`config.mk`:
```
export PLATFORM = sky130hd
export DESIGN_NAME = multicycle_ctrl_fsm_flat
export DESIGN_NICKNAME = d
export VERILOG_FILES = /design/src/rtl/multicycle_ctrl_fsm_pkg.sv /design/src/rtl/multicycle_ctrl_fsm_if.sv /design/src/rtl/multicycle_ctrl_fsm.sv /design/src/flat_wrapper.sv
export SDC_FILE = /design/constraint.sdc
export NUM_CORES = 1
export LEC_CHECK = 0
export BUFFER_PORTS_ARGS = -buffer_cell sky130_fd_sc_hd__clkbuf_2
export CAP_MARGIN = 20
export CORE_MARGIN = 3
export CORE_UTILIZATION = 58
export CTS_BUF_LIST = sky130_fd_sc_hd__clkbuf_8
export CTS_CLUSTER_DIAMETER = 40
export DETAILED_ROUTE_END_ITERATION = 16
export PLACE_DENSITY = 0.9
export SLEW_MARGIN = 20
export SYNTH_ARGS = -nofsm -noshare
export SYNTH_HDL_FRONTEND = slang
export SYNTH_SLANG_ARGS = --single-unit
```
`constraint.sdc`:
```
create_clock -name clk -period 4.8 [get_ports clk]
set_input_delay 0 -clock clk [delete_from_list [all_inputs] [get_ports clk]]
set_output_delay 0 -clock clk [all_outputs]
set_load 0.02 [all_outputs]
```
`src/rtl/multicycle_ctrl_fsm_pkg.sv`:
```
// Shared encodings for the multicycle MIPS control path.
// The ALU decoder imports the ALUOp codes from here as well.
package multicycle_ctrl_fsm_pkg;

  // Opcodes as they appear in IR[31:26]
  localparam logic [5:0] OP_RTYPE = 6'b000000;
  localparam logic [5:0] OP_LW    = 6'b100011;
  localparam logic [5:0] OP_SW    = 6'b101011;
  localparam logic [5:0] OP_BEQ   = 6'b000100;
  localparam logic [5:0] OP_BNE   = 6'b000101;
  localparam logic [5:0] OP_ADDI  = 6'b001000;
  localparam logic [5:0] OP_ANDI  = 6'b001100;
  localparam logic [5:0] OP_ORI   = 6'b001101;
  localparam logic [5:0] OP_SLTI  = 6'b001010;
  localparam logic [5:0] OP_J     = 6'b000010;

  // ALUOp codes
  localparam logic [2:0] ALU_ADD   = 3'b000;
  localparam logic [2:0] ALU_SUB   = 3'b001;
  localparam logic [2:0] ALU_FUNCT = 3'b010;
  localparam logic [2:0] ALU_AND   = 3'b011;
  localparam logic [2:0] ALU_OR    = 3'b100;
  localparam logic [2:0] ALU_SLT   = 3'b101;

  // ALU B operand select
  localparam logic [1:0] SRCB_RT   = 2'b00;
  localparam logic [1:0] SRCB_FOUR = 2'b01;
  localparam logic [1:0] SRCB_IMM  = 2'b10;
  localparam logic [1:0] SRCB_BR   = 2'b11;

  // PC source select
  localparam logic [1:0] PCSRC_ALU    = 2'b00;
  localparam logic [1:0] PCSRC_ALUOUT = 2'b01;
  localparam logic [1:0] PCSRC_JUMP   = 2'b10;

  typedef enum logic [3:0] {
    S_FETCH  = 4'd0,
    S_DECODE = 4'd1,
    S_MEMADR = 4'd2,
    S_MEMRD  = 4'd3,
    S_MEMWB  = 4'd4,
    S_MEMWR  = 4'd5,
    S_EXEC   = 4'd6,
    S_ALUWB  = 4'd7,
    S_BRANCH = 4'd8,
    S_IEXEC  = 4'd9,
    S_IWB    = 4'd10,
    S_JUMP   = 4'd11,
    S_TRAP   = 4'd12
  } state_e;

endpackage

```
`src/rtl/multicycle_ctrl_fsm_if.sv`:
```
// Control bundle between the control FSM (master) and the datapath (slave).
interface multicycle_ctrl_fsm_if #(parameter int CNT_W = 32);
  logic [5:0]       Op;
  logic             MemReady;
  logic             MemRead;
  logic             MemWrite;
  logic             IorD;
  logic             IRWrite;
  logic             PCWrite;
  logic             Branch;
  logic             BranchNe;
  logic             RegDst;
  logic             MemToReg;
  logic             RegWrite;
  logic             ALUSrcA;
  logic [1:0]       ALUSrcB;
  logic             ZeroExt;
  logic [1:0]       PCSrc;
  logic [2:0]       ALUOp;
  logic             IllegalOp;
  logic [CNT_W-1:0] InstrCount;

  modport master (
    input  Op, MemReady,
    output MemRead, MemWrite, IorD, IRWrite, PCWrite, Branch, BranchNe,
           RegDst, MemToReg, RegWrite, ALUSrcA, ALUSrcB, ZeroExt, PCSrc,
           ALUOp, IllegalOp, InstrCount
  );

  modport slave (
    output Op, MemReady,
    input  MemRead, MemWrite, IorD, IRWrite, PCWrite, Branch, BranchNe,
           RegDst, MemToReg, RegWrite, ALUSrcA, ALUSrcB, ZeroExt, PCSrc,
           ALUOp, IllegalOp, InstrCount
  );
endinterface

```
`src/rtl/multicycle_ctrl_fsm.sv`:
```
// Multicycle MIPS control FSM: sequences each instruction and drives the
// datapath muxes/enables as Moore decodes of the state.
//
// state    | meaning
// ---------+-----------------------------------------------
// FETCH    | read instruction, PC+4; waits for MemReady
// DECODE   | capture Op, precompute branch target
// MEMADR   | base + offset for LW/SW
// MEMRD    | data read; waits for MemReady
// MEMWB    | MDR -> rt
// MEMWR    | data write; waits for MemReady
// EXEC     | R-type ALU operation
// ALUWB    | ALUOut -> rd
// BRANCH   | compare rs/rt, conditional PC load
// IEXEC    | immediate ALU operation
// IWB      | ALUOut -> rt
// JUMP     | PC <- jump target
// TRAP     | illegal opcode, one-cycle IllegalOp, no retire
module multicycle_ctrl_fsm
  import multicycle_ctrl_fsm_pkg::*;
#(
  parameter bit EXT_OPS     = 1'b1,
  parameter bit MEM_WAIT_EN = 1'b1,
  parameter int CNT_W       = 32
) (
  input  logic                  clk,
  input  logic                  rst_n,
  multicycle_ctrl_fsm_if.master bus
);

  state_e           state, state_nxt;
  logic [5:0]       op_q;
  logic [CNT_W-1:0] instr_cnt;
  logic             mem_rdy, retire;
  logic             mem_read, mem_write, ir_write, pc_write, reg_write;
  logic             iord, branch, branch_ne, reg_dst, mem_to_reg;
  logic             alu_src_a, zero_ext, illegal;
  logic [1:0]       alu_src_b, pc_src;
  logic [2:0]       alu_op;

  assign mem_rdy = MEM_WAIT_EN ? bus.MemReady : 1'b1;

  // State register; reset discards any instruction in flight
  always_ff @(posedge clk or negedge rst_n) begin
    if (!rst_n) state <= S_FETCH;
    else        state <= state_nxt;
  end

  // Opcode is frozen in DECODE so later IR/Op activity cannot redirect the path
  always_ff @(posedge clk or negedge rst_n) begin
    if (!rst_n)                 op_q <= OP_RTYPE;
    else if (state == S_DECODE) op_q <= bus.Op;
  end

  // Retired-instruction counter, wraps naturally
  always_ff @(posedge clk or negedge rst_n) begin
    if (!rst_n)      instr_cnt <= '0;
    else if (retire) instr_cnt <= instr_cnt + CNT_W'(1);
  end

  // Next-state and Moore output decode
  always_comb begin
    state_nxt  = S_FETCH;
    retire     = 1'b0;
    mem_read   = 1'b0;
    mem_write  = 1'b0;
    ir_write   = 1'b0;
    pc_write   = 1'b0;
    reg_write  = 1'b0;
    iord       = 1'b0;
    branch     = 1'b0;
    branch_ne  = 1'b0;
    reg_dst    = 1'b0;
    mem_to_reg = 1'b0;
    alu_src_a  = 1'b0;
    alu_src_b  = SRCB_RT;
    zero_ext   = 1'b0;
    pc_src     = PCSRC_ALU;
    alu_op     = ALU_ADD;
    illegal    = 1'b0;
    case (state)
      S_FETCH: begin
        mem_read  = 1'b1;
        alu_src_b = SRCB_FOUR;
        ir_write  = mem_rdy;
        pc_write  = mem_rdy;
        state_nxt = mem_rdy ? S_DECODE : S_FETCH;
      end
      S_DECODE: begin
        alu_src_b = SRCB_BR;
        state_nxt = S_TRAP;
        case (bus.Op)
          OP_RTYPE:                 state_nxt = S_EXEC;
          OP_LW, OP_SW:             state_nxt = S_MEMADR;
          OP_BEQ:                   state_nxt = S_BRANCH;
          OP_ADDI:                  state_nxt = S_IEXEC;
          OP_J:                     state_nxt = S_JUMP;
          OP_BNE:                   if (EXT_OPS) state_nxt = S_BRANCH;
          OP_ANDI, OP_ORI, OP_SLTI: if (EXT_OPS) state_nxt = S_IEXEC;
          default: ;
        endcase
      end
      S_MEMADR: begin
        alu_src_a = 1'b1;
        alu_src_b = SRCB_IMM;
        state_nxt = (op_q == OP_SW) ? S_MEMWR : S_MEMRD;
      end
      S_MEMRD: begin
        mem_read  = 1'b1;
        iord      = 1'b1;
        state_nxt = mem_rdy ? S_MEMWB : S_MEMRD;
      end
      S_MEMWB: begin
        mem_to_reg = 1'b1;
        reg_write  = 1'b1;
        retire     = 1'b1;
      end
      S_MEMWR: begin
        mem_write = 1'b1;
        iord      = 1'b1;
        retire    = mem_rdy;
        state_nxt = mem_rdy ? S_FETCH : S_MEMWR;
      end
      S_EXEC: begin
        alu_src_a = 1'b1;
        alu_op    = ALU_FUNCT;
        state_nxt = S_ALUWB;
      end
      S_ALUWB: begin
        reg_dst   = 1'b1;
        reg_write = 1'b1;
        retire    = 1'b1;
      end
      S_BRANCH: begin
        alu_src_a = 1'b1;
        alu_op    = ALU_SUB;
        pc_src    = PCSRC_ALUOUT;
        branch    = (op_q == OP_BEQ);
        branch_ne = (op_q == OP_BNE);
        retire    = 1'b1;
      end
      S_IEXEC: begin
        alu_src_a = 1'b1;
        alu_src_b = SRCB_IMM;
        state_nxt = S_IWB;
        case (op_q)
          OP_ANDI: begin alu_op = ALU_AND; zero_ext = 1'b1; end
          OP_ORI:  begin alu_op = ALU_OR;  zero_ext = 1'b1; end
          OP_SLTI: alu_op = ALU_SLT;
          default: alu_op = ALU_ADD;
        endcase
      end
      S_IWB: begin
        reg_write = 1'b1;
        retire    = 1'b1;
      end
      S_JUMP: begin
        pc_src   = PCSRC_JUMP;
        pc_write = 1'b1;
        retire   = 1'b1;
      end
      S_TRAP: illegal = 1'b1;
      default: ;
    endcase
  end

  // Strobes are held low for the whole reset assertion, not just after it
  assign bus.MemRead    = rst_n & mem_read;
  assign bus.MemWrite   = rst_n & mem_write;
  assign bus.IRWrite    = rst_n & ir_write;
  assign bus.PCWrite    = rst_n & pc_write;
  assign bus.RegWrite   = rst_n & reg_write;
  assign bus.IorD       = iord;
  assign bus.Branch     = branch;
  assign bus.BranchNe   = branch_ne;
  assign bus.RegDst     = reg_dst;
  assign bus.MemToReg   = mem_to_reg;
  assign bus.ALUSrcA    = alu_src_a;
  assign bus.ALUSrcB    = alu_src_b;
  assign bus.ZeroExt    = zero_ext;
  assign bus.PCSrc      = pc_src;
  assign bus.ALUOp      = alu_op;
  assign bus.IllegalOp  = illegal;
  assign bus.InstrCount = instr_cnt;

endmodule

```
`src/flat_wrapper.sv`:
```
// flat-port wrapper written by rule: the top's interface ports become plain ports
module multicycle_ctrl_fsm_flat import multicycle_ctrl_fsm_pkg::*;
#(
  parameter bit EXT_OPS     = 1'b1,
  parameter bit MEM_WAIT_EN = 1'b1,
  parameter int CNT_W       = 32
)
  (clk, rst_n, bus_Op, bus_MemReady, bus_MemRead, bus_MemWrite, bus_IorD, bus_IRWrite, bus_PCWrite, bus_Branch, bus_BranchNe, bus_RegDst, bus_MemToReg, bus_RegWrite, bus_ALUSrcA, bus_ALUSrcB, bus_ZeroExt, bus_PCSrc, bus_ALUOp, bus_IllegalOp, bus_InstrCount);
  multicycle_ctrl_fsm_if #(.CNT_W(CNT_W)) bus_i ();
  input  logic clk;
  input  logic rst_n;
  input wire logic [$bits(bus_i.Op)-1:0] bus_Op;
  input wire logic [$bits(bus_i.MemReady)-1:0] bus_MemReady;
  output wire logic [$bits(bus_i.MemRead)-1:0] bus_MemRead;
  output wire logic [$bits(bus_i.MemWrite)-1:0] bus_MemWrite;
  output wire logic [$bits(bus_i.IorD)-1:0] bus_IorD;
  output wire logic [$bits(bus_i.IRWrite)-1:0] bus_IRWrite;
  output wire logic [$bits(bus_i.PCWrite)-1:0] bus_PCWrite;
  output wire logic [$bits(bus_i.Branch)-1:0] bus_Branch;
  output wire logic [$bits(bus_i.BranchNe)-1:0] bus_BranchNe;
  output wire logic [$bits(bus_i.RegDst)-1:0] bus_RegDst;
  output wire logic [$bits(bus_i.MemToReg)-1:0] bus_MemToReg;
  output wire logic [$bits(bus_i.RegWrite)-1:0] bus_RegWrite;
  output wire logic [$bits(bus_i.ALUSrcA)-1:0] bus_ALUSrcA;
  output wire logic [$bits(bus_i.ALUSrcB)-1:0] bus_ALUSrcB;
  output wire logic [$bits(bus_i.ZeroExt)-1:0] bus_ZeroExt;
  output wire logic [$bits(bus_i.PCSrc)-1:0] bus_PCSrc;
  output wire logic [$bits(bus_i.ALUOp)-1:0] bus_ALUOp;
  output wire logic [$bits(bus_i.IllegalOp)-1:0] bus_IllegalOp;
  output wire logic [$bits(bus_i.InstrCount)-1:0] bus_InstrCount;
  assign bus_i.Op = bus_Op;
  assign bus_i.MemReady = bus_MemReady;
  assign bus_MemRead = bus_i.MemRead;
  assign bus_MemWrite = bus_i.MemWrite;
  assign bus_IorD = bus_i.IorD;
  assign bus_IRWrite = bus_i.IRWrite;
  assign bus_PCWrite = bus_i.PCWrite;
  assign bus_Branch = bus_i.Branch;
  assign bus_BranchNe = bus_i.BranchNe;
  assign bus_RegDst = bus_i.RegDst;
  assign bus_MemToReg = bus_i.MemToReg;
  assign bus_RegWrite = bus_i.RegWrite;
  assign bus_ALUSrcA = bus_i.ALUSrcA;
  assign bus_ALUSrcB = bus_i.ALUSrcB;
  assign bus_ZeroExt = bus_i.ZeroExt;
  assign bus_PCSrc = bus_i.PCSrc;
  assign bus_ALUOp = bus_i.ALUOp;
  assign bus_IllegalOp = bus_i.IllegalOp;
  assign bus_InstrCount = bus_i.InstrCount;
  multicycle_ctrl_fsm #(.EXT_OPS(EXT_OPS), .MEM_WAIT_EN(MEM_WAIT_EN), .CNT_W(CNT_W)) u_core (.clk(clk), .rst_n(rst_n), .bus(bus_i));
endmodule
```
==> results by group <==
Status
  – Status: completed

Yosys
  – Avg Synthesized Cell Area: 9.63 um^2
  – Synth Warn #: 0
  – Synth Net Count: 249
  – Synth Flop Type: dfrtp_1
  – Sequential share of the synthesized area: a little under half
  – Cell Area, Synth: 2300 um^2
  – Post-synthesis cell type count: 43
  – Synthesized netlist cell count: 239
  – EDFF count, synth: 0
  – Synth async-reset ratio: between 90% and 100%
  – Synthesized flop and latch total: between 40 and 50

Worst setup path
  – WS Path Type: reg -> reg
  – CP Max Fanout: 20
  – Required @ worst endpoint: ~5000 ps
  – Flop2flop setup slack: between 2000 and 3000 ps
  – Crit path DAT: 2320 ps
  – Startpoint types: flip-flop
  – CP endpoint kind: flip-flop

Timing
  – Final setup TNS: 0 ps
  – Final hold slack: roughly 8.6 ps
  – Worst slew pin tran: between 900 and 1000 ps
  – Max Fclk: approximately 480 MHz
  – Fin Clk Skew: just under 7 ps
  – Max Slew Vio Count: 0
  – RSZ-0062 raised after global routing: no
  – Max_slew headroom: a little over a third
  – Final Cycle Share: a little over two fifths
  – Setup slack after layout: 2700 ps
  – Crit path time final: approximately 2100 ps
  – Final setup violation count: 0
  – Final Hold Fails: 0

Placement
  – Dpl hpwl: roughly 3.8 mm
  – Dpl ws: around 2700 ps
  – Dpl cells: 340
  – Buffers on Ports: 60
  – RD Place Congestion: roughly 0.80

Global routing
  – Global Route Usage Sum: between 20% and 30%
  – Antenna violations before repair: 0
  – Largest net degree at the start of global routing: 47
  – Vias in the first global route: approximately 1,800
  – First-pass GRT wire length: 7.78 mm
  – GRT overflow: 0

Cells and area
  – Nets: 311
  – Filler cell count: 310
  – Non-Filler Instances: between 300 and 400
  – Final core utilization: between 70% and 80%
  – Area grow syn2layout: 19.3%
  – Proportion of layout cells with a drive suffix above 1: between 20 and 30%
  – ANT cells: 0

Pwr
  – VDD IR-drop max: roughly 0.34 mV
  – Pwr Density: about 440 nW/um^2
  – Leakage: 1.29 nW

CTS
  – CTS tree: built
  – Clk sinks: 42
  – CTS Buf Count: 5
  – Resized cells post-CTS: 0
  – Clock-pin transition on the worst setup and hold timing paths: about 80 ps
  – Root buffer cell: clkbuf_8
  – CTS Buffer Depth: 2
  – CTS H-tree lvls: 2
  – Clock network latency to the later pin of the worst-skew pair: a little under 300 ps

Route
  – Via density: around 5.6
  – Post-DRT Antenna Nets: 0
  – DR vias: a little under 2,000
  – DRC errors left: 0
  – Post-Route WL: between 4 and 5 mm
  – Average wire per standard cell: ~14 um
  – First-pass DRT Iterations: 4
  – 1st-iter DRT viols: 71

Floorplanning
  – Starting Density: around three fifths
  – Site Rows: 22
  – Chip height: about 70 um
  – IO Pins: between 60 and 70
  – Die Wd: ~69 um
  – Die area: 4760 um^2
  – Core Box Area: approximately 3700 um^2

Run
  – Max-cap violation count: 0

Hold path
  – Hold crit path type: in -> reg
==> metal layers <==
layer | global-route usage, % | vias to the layer above | wire, um
li1 | - | 970 | -
met1 | 25.0 | 937 | 2080
met2 | 38.0 | 46 | 2510
met3 | 5.02 | 12 | 212
met4 | 12.9 | 0 | 136
met5 | 0 | - | 0
==> placed cells by master, fill, tap and decap left out, drive strengths merged, types with 2 or more instances in the layout <==
cell type / synthesis / final
xnor2: 20 / 20
dfrtp: 42 / 42
mux2: 7 / 7
nor3: 18 / 18
a21o: 3 / 3
o22ai: 2 / 2
nand2: 22 / 22
inv: 5 / 6
nand3: 14 / 14
and4: 2 / 2
dlygate4sd3: 0 / 2
o21ai: 10 / 10
a21oi: 7 / 7
clkbuf: 4 / 65
xor2: 12 / 12
nor2: 20 / 20
nor4: 6 / 6
nand4: 9 / 9
nor2b: 7 / 7
nand2b: 7 / 7
and3: 5 / 5
==> area by class of cell <==
class | count | area [um^2] | share of cell area [%]
Clock buffer | 6 | 82.6 | 3.01
Timing Repair Buffer | 62 | 320 | 11.7
Clock inverter | 2 | 8.76 | 0.319
Multi-Input combinational cell | 185 | 1200 | 43.8
Tap cell | 48 | 60.1 | 2.19
Sequential cell | 42 | 1050 | 38.3
Inverter | 5 | 18.8 | 0.684
==> repair_timing <==
action                                  CTS  global route
endpoints found under the setup margin    0             0
setup buffers                             0             0
endpoints found under the hold margin    43             0
hold buffers                              2             0
==> logic make-up after synthesis <==
kind of cell | count (synthesis) | synth area share (%)
AO/OA/AOI/OAI | 31 | 8.37
XOR/XNOR | 32 | 12.2
adder cells (fa/ha/maj) | 1 | 0.544
buffers and inverters | 12 | 2.01
flip-flops | 42 | 45.7
multiplexers | 8 | 3.86
AND/OR/NAND/NOR | 113 | 27.4
==> state kept, by name (all words and copies together) (netlist names) <==
name / flops
u_core.state: 4
u_core.op_q: 6
u_core.bus.InstrCount: 32
==> synth_stat cells, types with 2 or more instances <==
cell	number	area [um^2]
nor4_1	3	18.8
nand4_1	8	50.1
xor2_1	12	105
nand3_2	2	20.0
nand2_1	22	82.6
buf_1	2	7.51
mux2_2	7	78.8
nor2_1	20	75.1
and4_1	2	17.5
inv_1	5	18.8
clkbuf_1	4	15.0
nand2b_1	7	43.8
a21oi_1	7	35.0
o22ai_1	2	12.5
nand3_1	12	60.1
o21ai_0	9	45.0
nor2b_1	7	43.8
xnor2_1	20	175
and3_1	4	25.0
nor4_2	2	25.0
nor3_1	17	85.1
a21o_1	3	22.5
dfrtp_1	42	1050
==> worst max-delay path, cell delays in order, from the launching register on <==
cell and delay [ps]:
dfrtp_1 680, nand2_1 210, a211oi_1 350, nand3_1 290, nor4_2 320, xor2_1 180
==> stage by stage <==
| step | cell area, um^2 | power, mW |
|---|---|---|
| after floorplan | 2300 | 0.855 |
| after global routing | 2750 | 1.29 |
| after CTS | 2750 | 1.22 |
| after global placement | 2630 | 0.973 |
| after detailed placement | 2630 | 0.990 |
| final | 2750 | 1.21 |
==> path summary, 6_finish.rpt <==
check / depth (start not counted) / to / start
min in group asynchronous: 2 / u_core.bus.InstrCount[26]$_DFFE_PN0P_ / rst_n
hold reg to reg: 1 / u_core.bus.InstrCount[31]$_DFFE_PN0P_ / u_core.bus.InstrCount[31]$_DFFE_PN0P_
max in group asynchronous: 2 / u_core.bus.InstrCount[7]$_DFFE_PN0P_ / rst_n
setup / recovery: 5 / u_core.bus.InstrCount[29]$_DFFE_PN0P_ / u_core.state[2]$_DFF_PN0_
setup reg to reg: 5 / u_core.bus.InstrCount[29]$_DFFE_PN0P_ / u_core.state[2]$_DFF_PN0_
hold / removal: 2 / u_core.op_q[3]$_DFFE_PN0P_ / bus_Op[3]
==> where the power goes <==
group | total, mW | switching (mW) | internal [mW]
registers | 0.528 | 0.109 | 0.419
logic | 0.455 | 0.267 | 0.188
clock network | 0.226 | 0.112 | 0.114
total | 1.21 | 0.488 | 0.721
Power figures use the tool's default switching activity.
